### src/rtl/adpll_gain_scheduler.sv
// ---------------------------------------------------------------------------
// adpll_gain_scheduler
// Acquisition/lock controller for one network ADPLL node. Samples the
// combined phase error once per divided generated-clock period and selects
// wide acquisition or narrow tracking gains for the loop filter. It also
// declares lock, detects loss of lock and flags acquisition timeouts.
//
// Ports
//   fpga_clk_i  : system clock, all logic on the rising edge
//   reset_i     : asynchronous active-low reset
//   enable_i    : level enable; low forces IDLE on the next edge
//   gen_div8_i  : divided generated clock (asynchronous sampling reference)
//   error_i     : signed combined phase error
//   kp_o/ki_o   : registered loop filter gains
//   locked_o    : high only in LOCKED
//   state_o     : IDLE=0, ACQUIRE=1, SETTLE=2, LOCKED=3
//   acq_fail_o  : sticky acquisition-timeout flag, cleared only by reset
// ---------------------------------------------------------------------------
module adpll_gain_scheduler #(
  parameter int PDET_WIDTH    = 8,
  parameter int KP_WIDTH      = 3,
  parameter int KI_WIDTH      = 4,
  parameter logic [KP_WIDTH-1:0] KP_ACQ = 3'b100,
  parameter logic [KI_WIDTH-1:0] KI_ACQ = 4'b0100,
  parameter logic [KP_WIDTH-1:0] KP_TRK = 3'b010,
  parameter logic [KI_WIDTH-1:0] KI_TRK = 4'b0001,
  parameter int LOCK_THRESH   = 2,
  parameter int UNLOCK_THRESH = 8,
  parameter int LOCK_COUNT    = 16,
  parameter int UNLOCK_COUNT  = 4,
  parameter int ACQ_TIMEOUT   = 1024,
  parameter int CNT_WIDTH     = 11
) (
  input  logic                         fpga_clk_i,
  input  logic                         reset_i,
  input  logic                         enable_i,
  input  logic                         gen_div8_i,
  input  logic signed [PDET_WIDTH-1:0] error_i,
  output logic        [KP_WIDTH-1:0]   kp_o,
  output logic        [KI_WIDTH-1:0]   ki_o,
  output logic                         locked_o,
  output logic        [1:0]            state_o,
  output logic                         acq_fail_o
);

  typedef enum logic [1:0] {
    S_IDLE   = 2'd0,
    S_ACQ    = 2'd1,
    S_SETTLE = 2'd2,
    S_LOCKED = 2'd3
  } state_t;

  localparam logic [CNT_WIDTH-1:0] LC_LAST = CNT_WIDTH'(LOCK_COUNT - 1);
  localparam logic [CNT_WIDTH-1:0] UC_LAST = CNT_WIDTH'(UNLOCK_COUNT - 1);
  localparam logic [CNT_WIDTH-1:0] TO_LIM  = CNT_WIDTH'(ACQ_TIMEOUT);

  // |v| with the most negative code saturated to the largest positive code.
  function automatic logic [PDET_WIDTH-1:0] sat_abs(input logic signed [PDET_WIDTH-1:0] v);
    if (v == {1'b1, {(PDET_WIDTH-1){1'b0}}})
      sat_abs = {1'b0, {(PDET_WIDTH-1){1'b1}}};
    else if (v < 0)
      sat_abs = $unsigned(-v);
    else
      sat_abs = $unsigned(v);
  endfunction

  state_t                r_state, w_state_nxt;
  logic                  r_sync1, r_sync2, r_sync3;
  logic [CNT_WIDTH-1:0]  r_run_cnt, w_run_nxt;
  logic [CNT_WIDTH-1:0]  r_to_cnt, w_to_nxt;
  logic                  r_fail, w_fail_nxt;
  logic [KP_WIDTH-1:0]   r_kp, w_kp_nxt;
  logic [KI_WIDTH-1:0]   r_ki, w_ki_nxt;
  logic                  r_locked;
  logic                  w_strobe;
  logic [PDET_WIDTH-1:0] w_mag;
  logic                  w_in, w_out;
  logic [CNT_WIDTH-1:0]  w_to_inc;

  // Stage boundary: two-flop synchroniser plus edge-history flop; the strobe
  // is high for the one cycle where the synchronised level has just risen.
  assign w_strobe = r_sync2 & ~r_sync3;
  assign w_mag    = sat_abs(error_i);
  assign w_in     = (w_mag <= PDET_WIDTH'(LOCK_THRESH));
  assign w_out    = (w_mag >  PDET_WIDTH'(UNLOCK_THRESH));
  assign w_to_inc = r_to_cnt + CNT_WIDTH'(1);

  always_comb begin
    w_state_nxt = r_state;
    w_run_nxt   = r_run_cnt;
    w_to_nxt    = r_to_cnt;
    w_fail_nxt  = r_fail;
    if (!enable_i) begin
      w_state_nxt = S_IDLE;
      w_run_nxt   = '0;
      w_to_nxt    = '0;
    end else begin
      unique case (r_state)
        S_IDLE: begin
          w_state_nxt = S_ACQ;
          w_run_nxt   = '0;
          w_to_nxt    = '0;
        end
        S_ACQ: if (w_strobe) begin
          if (w_in && r_run_cnt == LC_LAST) begin
            // Promotion beats a coincident timeout.
            w_state_nxt = S_SETTLE;
            w_run_nxt   = '0;
            w_to_nxt    = '0;
          end else begin
            w_run_nxt = w_in ? r_run_cnt + CNT_WIDTH'(1) : '0;
            if (w_to_inc == TO_LIM) begin
              w_fail_nxt = 1'b1;
              w_to_nxt   = '0;
            end else begin
              w_to_nxt = w_to_inc;
            end
          end
        end
        S_SETTLE: if (w_strobe) begin
          if (!w_in) begin
            w_state_nxt = S_ACQ;
            w_run_nxt   = '0;
            w_to_nxt    = '0;
          end else if (r_run_cnt == LC_LAST) begin
            w_state_nxt = S_LOCKED;
            w_run_nxt   = '0;
            w_to_nxt    = '0;
          end else begin
            w_run_nxt = r_run_cnt + CNT_WIDTH'(1);
          end
        end
        S_LOCKED: if (w_strobe) begin
          if (!w_out) begin
            w_run_nxt = '0;
          end else if (r_run_cnt == UC_LAST) begin
            w_state_nxt = S_ACQ;
            w_run_nxt   = '0;
            w_to_nxt    = '0;
          end else begin
            w_run_nxt = r_run_cnt + CNT_WIDTH'(1);
          end
        end
        default: w_state_nxt = S_IDLE;
      endcase
    end

    // Gains follow the next state so they change on the same edge as state_o.
    w_kp_nxt = '0;
    w_ki_nxt = '0;
    unique case (w_state_nxt)
      S_ACQ:              begin w_kp_nxt = KP_ACQ; w_ki_nxt = KI_ACQ; end
      S_SETTLE, S_LOCKED: begin w_kp_nxt = KP_TRK; w_ki_nxt = KI_TRK; end
      default:            begin w_kp_nxt = '0;     w_ki_nxt = '0;     end
    endcase
  end

  // Stage boundary: state, counters and registered outputs.
  always_ff @(posedge fpga_clk_i or negedge reset_i) begin
    if (!reset_i) begin
      r_sync1   <= 1'b0;
      r_sync2   <= 1'b0;
      r_sync3   <= 1'b0;
      r_state   <= S_IDLE;
      r_run_cnt <= '0;
      r_to_cnt  <= '0;
      r_fail    <= 1'b0;
      r_kp      <= '0;
      r_ki      <= '0;
      r_locked  <= 1'b0;
    end else begin
      r_sync1   <= gen_div8_i;
      r_sync2   <= r_sync1;
      r_sync3   <= r_sync2;
      r_state   <= w_state_nxt;
      r_run_cnt <= w_run_nxt;
      r_to_cnt  <= w_to_nxt;
      r_fail    <= w_fail_nxt;
      r_kp      <= w_kp_nxt;
      r_ki      <= w_ki_nxt;
      r_locked  <= (w_state_nxt == S_LOCKED);
    end
  end

  assign kp_o       = r_kp;
  assign ki_o       = r_ki;
  assign locked_o   = r_locked;
  assign state_o    = r_state;
  assign acq_fail_o = r_fail;

endmodule

### config.mk
export PLATFORM = sky130hd
export DESIGN_NAME = adpll_gain_scheduler
export DESIGN_NICKNAME = d
export VERILOG_FILES = /design/src/rtl/adpll_gain_scheduler.sv
export SDC_FILE = /design/constraint.sdc
export NUM_CORES = 1
export LEC_CHECK = 0
export CORE_AREA = 4 4 67 69
export CTS_CLUSTER_DIAMETER = 60
export DETAILED_ROUTE_END_ITERATION = 10
export DIE_AREA = 0 0 71 73
export HOLD_SLACK_MARGIN = 0.02
export PLACE_DENSITY_LB_ADDON = 0.12
export SKIP_CTS_REPAIR_TIMING = 1
export SLEW_MARGIN = 20
export SYNTH_ARGS = -nofsm -noshare
export SYNTH_HDL_FRONTEND = slang
export SYNTH_SLANG_ARGS = --single-unit
### constraint.sdc
create_clock -name fpga_clk_i -period 2.5 [get_ports fpga_clk_i]
set_input_delay 0.25 -clock fpga_clk_i [delete_from_list [all_inputs] [get_ports fpga_clk_i]]
set_output_delay 0.25 -clock fpga_clk_i [all_outputs]
set_load 0.02 [all_outputs]
==> flow_metrics.env <==
export IMPL_drt_first_pass_iters=4
export IMPL_grt_pass1_wl_um=8930
export IMPL_synth_top_area_cell="dfrtp_1"
export IMPL_grt_pass1_vias=1964
export IMPL_dpl_cell_count=344
export IMPL_synth_ff_type="dfrtp_1"
export IMPL_fin_tns_setup_ns=0
export IMPL_async_flop_share_pct=100
export IMPL_slowest_stage="or4_4"
export IMPL_dp_hpwl_um=3770
export IMPL_yosys_cell_types_count=52
export IMPL_power_density_nw_per_um2=401
export IMPL_path_delay_family="simple AND/OR/NAND/NOR gates"
export IMPL_tritoncts="done"
export IMPL_path_class="input port to register"
export IMPL_fin_cells=353
export IMPL_setup_viol=0
export IMPL_clkSinkCount=30
export IMPL_area_delta_synth_final_pct=29.1
export IMPL_cp_end_kind="register"
export IMPL_ys_seq_area_share_pct=35.2
export IMPL_preCtsSetupSlack_ns=-0.260
export IMPL_netlist_area_um2=2130
export IMPL_required_ns=2.66
export IMPL_synth_seq_cells=30
export IMPL_detail_route_antenna_nets=0
export IMPL_synth_edf_count=0
export IMPL_clock_latency_ns=0.29
export IMPL_avgSynthCellArea_um2=8.64
export IMPL_cts_buffers=5
export IMPL_synth_top_family_by_area="simple AND/OR/NAND/NOR gates"
export IMPL_diodes=0
export IMPL_finalHoldViolCount=0
export IMPL_num_vias=2062
export IMPL_synthAdderAreaFrac_pct=1.76
export IMPL_viasPerCell=5.84
export IMPL_start_kind="input port"
export IMPL_clock_path_buffers=2
export IMPL_io_buffers=19
export IMPL_root_buffer="clkbuf_8"
export IMPL_path_buf_inv=3
export IMPL_overflow=0
export IMPL_syn_inst=247
export IMPL_fin_crit_sh_pct=93.8
export IMPL_synth_top_area_share_pct=35.2
export IMPL_setup_slack_ns=0.156
export IMPL_synth_mux_area_fraction_pct=1.94
export IMPL_core_um2=3910
export IMPL_floorplan_initialDensity_pct=54.5
export IMPL_fin_util_pct=70.4
export IMPL_die_h_um=73
export IMPL_cpPeakStageDelay_ns=0.52
export IMPL_grt_max_degree=31
export IMPL_synth_xor_xnor_area_share_pct=0.821
export IMPL_h_tree_depth=2
export IMPL_status="completed"
export IMPL_synth_simple_gate_area_share_pct=28.4
export IMPL_timing_hold_ws_ns=0.353
export IMPL_die_area_um2=5180
export IMPL_gp_routability_congestion=0.866
export IMPL_dr_first_iter_drc_count=148
export IMPL_io_pins=23
export IMPL_p_leak_nw=1.18
export IMPL_placement_rows=23
export IMPL_wl_per_cell_um=14.5
export IMPL_die_width_um=71
export IMPL_skew_ns=0.00787
export IMPL_yosys_warnings=0
export IMPL_drc=0
export IMPL_synth_compound_area_share_pct=24.4
export IMPL_ir_drop_mv=0.235
export IMPL_fin_crit_ns=2.34
export IMPL_arrival_ns=2.50
export IMPL_holdCritPathClass="register to register"
export IMPL_slew_violations=0
export IMPL_crit_path_max_fanout=6
export IMPL_synth_area_leaders="dfrtp_1, nand3_1, nand2_1, a221o_1, a211oi_1"
export IMPL_grt_use_total_pct=21.4
export IMPL_drive_gt1_share_pct=22.8
export IMPL_antenna_found_initial=0
export IMPL_clock_fmax_mhz=427
export IMPL_crit_chain="clkdlybuf4s50_1, inv_1, ha_4, mux2i_1, nor2_1, or4_4, a211oi_4, nand2b_4, buf_4, o21ai_1"
export IMPL_num_nets_final=317
export IMPL_grt_setup_unrepaired="no"
export IMPL_routed_wl_um=5130
export IMPL_max_cap_viol_count=0
export IMPL_cts_reportedPaths_clkPinSlew_ns=0.06
sequential cells by signal, summed over array words and instances (netlist names):
signal,cells
r_sync2,1
kp_o,1
state_o,2
locked_o,1
r_sync3,1
acq_fail_o,1
r_sync1,1
r_to_cnt,11
r_run_cnt,11
worst reg2reg max path: stages, from the launching register on:
cell,delay (ns)
dfrtp_1,0.39
or4_4,0.55
buf_4,0.16
nor4_1,0.24
buf_4,0.18
nor2_1,0.06
o211ai_1,0.13
buf_4,0.17
a211oi_1,0.07
a221o_1,0.27
report_power, final:
part           leakage (nW)  switching [mW]  internal, mW
registers             0.406         0.00761         0.493
clock network        0.0482           0.181         0.222
logic                 0.724           0.104        0.0972
metrics by stage:
step,instance area [um2],power (mW)
2_1_floorplan,2140,0.610
4_1_cts,2690,1.11
3_3_place_gp,2590,0.697
6_report,2760,1.10
5_1_grt,2760,1.15
3_5_place_dp,2590,0.700
final cells by class:
| cell class | count | area, um2 |
|---|---|---|
| clock buffers | 7 | 86.3 |
| clock inverters | 1 | 5.00 |
| fillers | 320 | 1160 |
| inverters | 15 | 56.3 |
| multi-input cells | 190 | 1290 |
| flip-flops and latches | 30 | 751 |
| well taps | 50 | 62.6 |
| repair buffers | 60 | 502 |
Yosys cell counts (3+ instances only):
library cell / count
inv_1: 15
nand3b_1: 3
nand3_1: 20
o21ai_0: 5
nand4_1: 3
a211oi_1: 9
buf_6: 3
dfrtp_1: 30
o211ai_1: 4
and2_1: 4
nand2b_1: 6
o22ai_1: 6
a21oi_1: 12
o21ai_1: 5
nor2_1: 18
or3_1: 3
nand2_1: 20
nor3_1: 7
ha_1: 3
a211oi_2: 3
and3_1: 7
a221o_1: 7
clkbuf_1: 4
nor2b_1: 3
buf_4: 6
mux2i_1: 3
nor4_1: 3
o31ai_1: 4
kinds of logic (layout without fill, tap and decap cells):
family,after synthesis,in the layout
XOR/XNOR,2,2
buffers and inverters,29,83
multiplexers,4,4
AND/OR/NAND/NOR,110,110
adder cells (fa/ha/maj),3,3
other,1,3
flip-flops,30,30
AO/OA/AOI/OAI,68,68
routing by layer:
metal,global-route usage (%),wire length (um),share of wire (%),vias up
met5,0,0,0,-
met4,6.89,67,1.3,0
met3,4.55,194,3.8,9
met2,33.9,2450,48,50
met1,29.2,2420,47,972
li1,-,-,-,1031
layout by cell type (no fill, tap or decap), types with 4 or more instances in the layout:
master,synthesis,final
a221o_1,7,7
and2_1,4,4
o22ai_1,6,6
nand2b_1,6,5
clkdlybuf4s50_1,0,19
inv_1,15,15
nor2_1,18,18
nor3_1,7,6
nand3_1,20,20
a21oi_1,12,12
o211ai_1,4,4
and3_1,7,7
a211oi_2,3,5
o31ai_1,4,4
o21ai_1,5,5
o21ai_0,5,5
clkbuf_8,0,6
a211oi_1,9,7
dfrtp_1,30,30
buf_4,6,40
nand2_1,20,19
final timing paths:
path                                               start                  endpoint  slack, ns  cells past startpoint
worst max-delay path                          error_i[0]   r_to_cnt[2]$_DFFE_PN0P_       0.16                     10
worst min-delay path                   r_sync1$_DFF_PN0_         r_sync2$_DFF_PN0_       0.35                      0
worst max register to register  r_run_cnt[7]$_DFFE_PN0P_  r_run_cnt[3]$_DFFE_PN0P_       0.17                      9
worst min register to register         r_sync1$_DFF_PN0_         r_sync2$_DFF_PN0_       0.35                      0
max in group asynchronous                        reset_i  r_run_cnt[3]$_DFFE_PN0P_       1.86                      2
min in group asynchronous                        reset_i   r_to_cnt[3]$_DFFE_PN0P_       0.36                      2
Note: power is estimated with default switching activity, not from simulation.
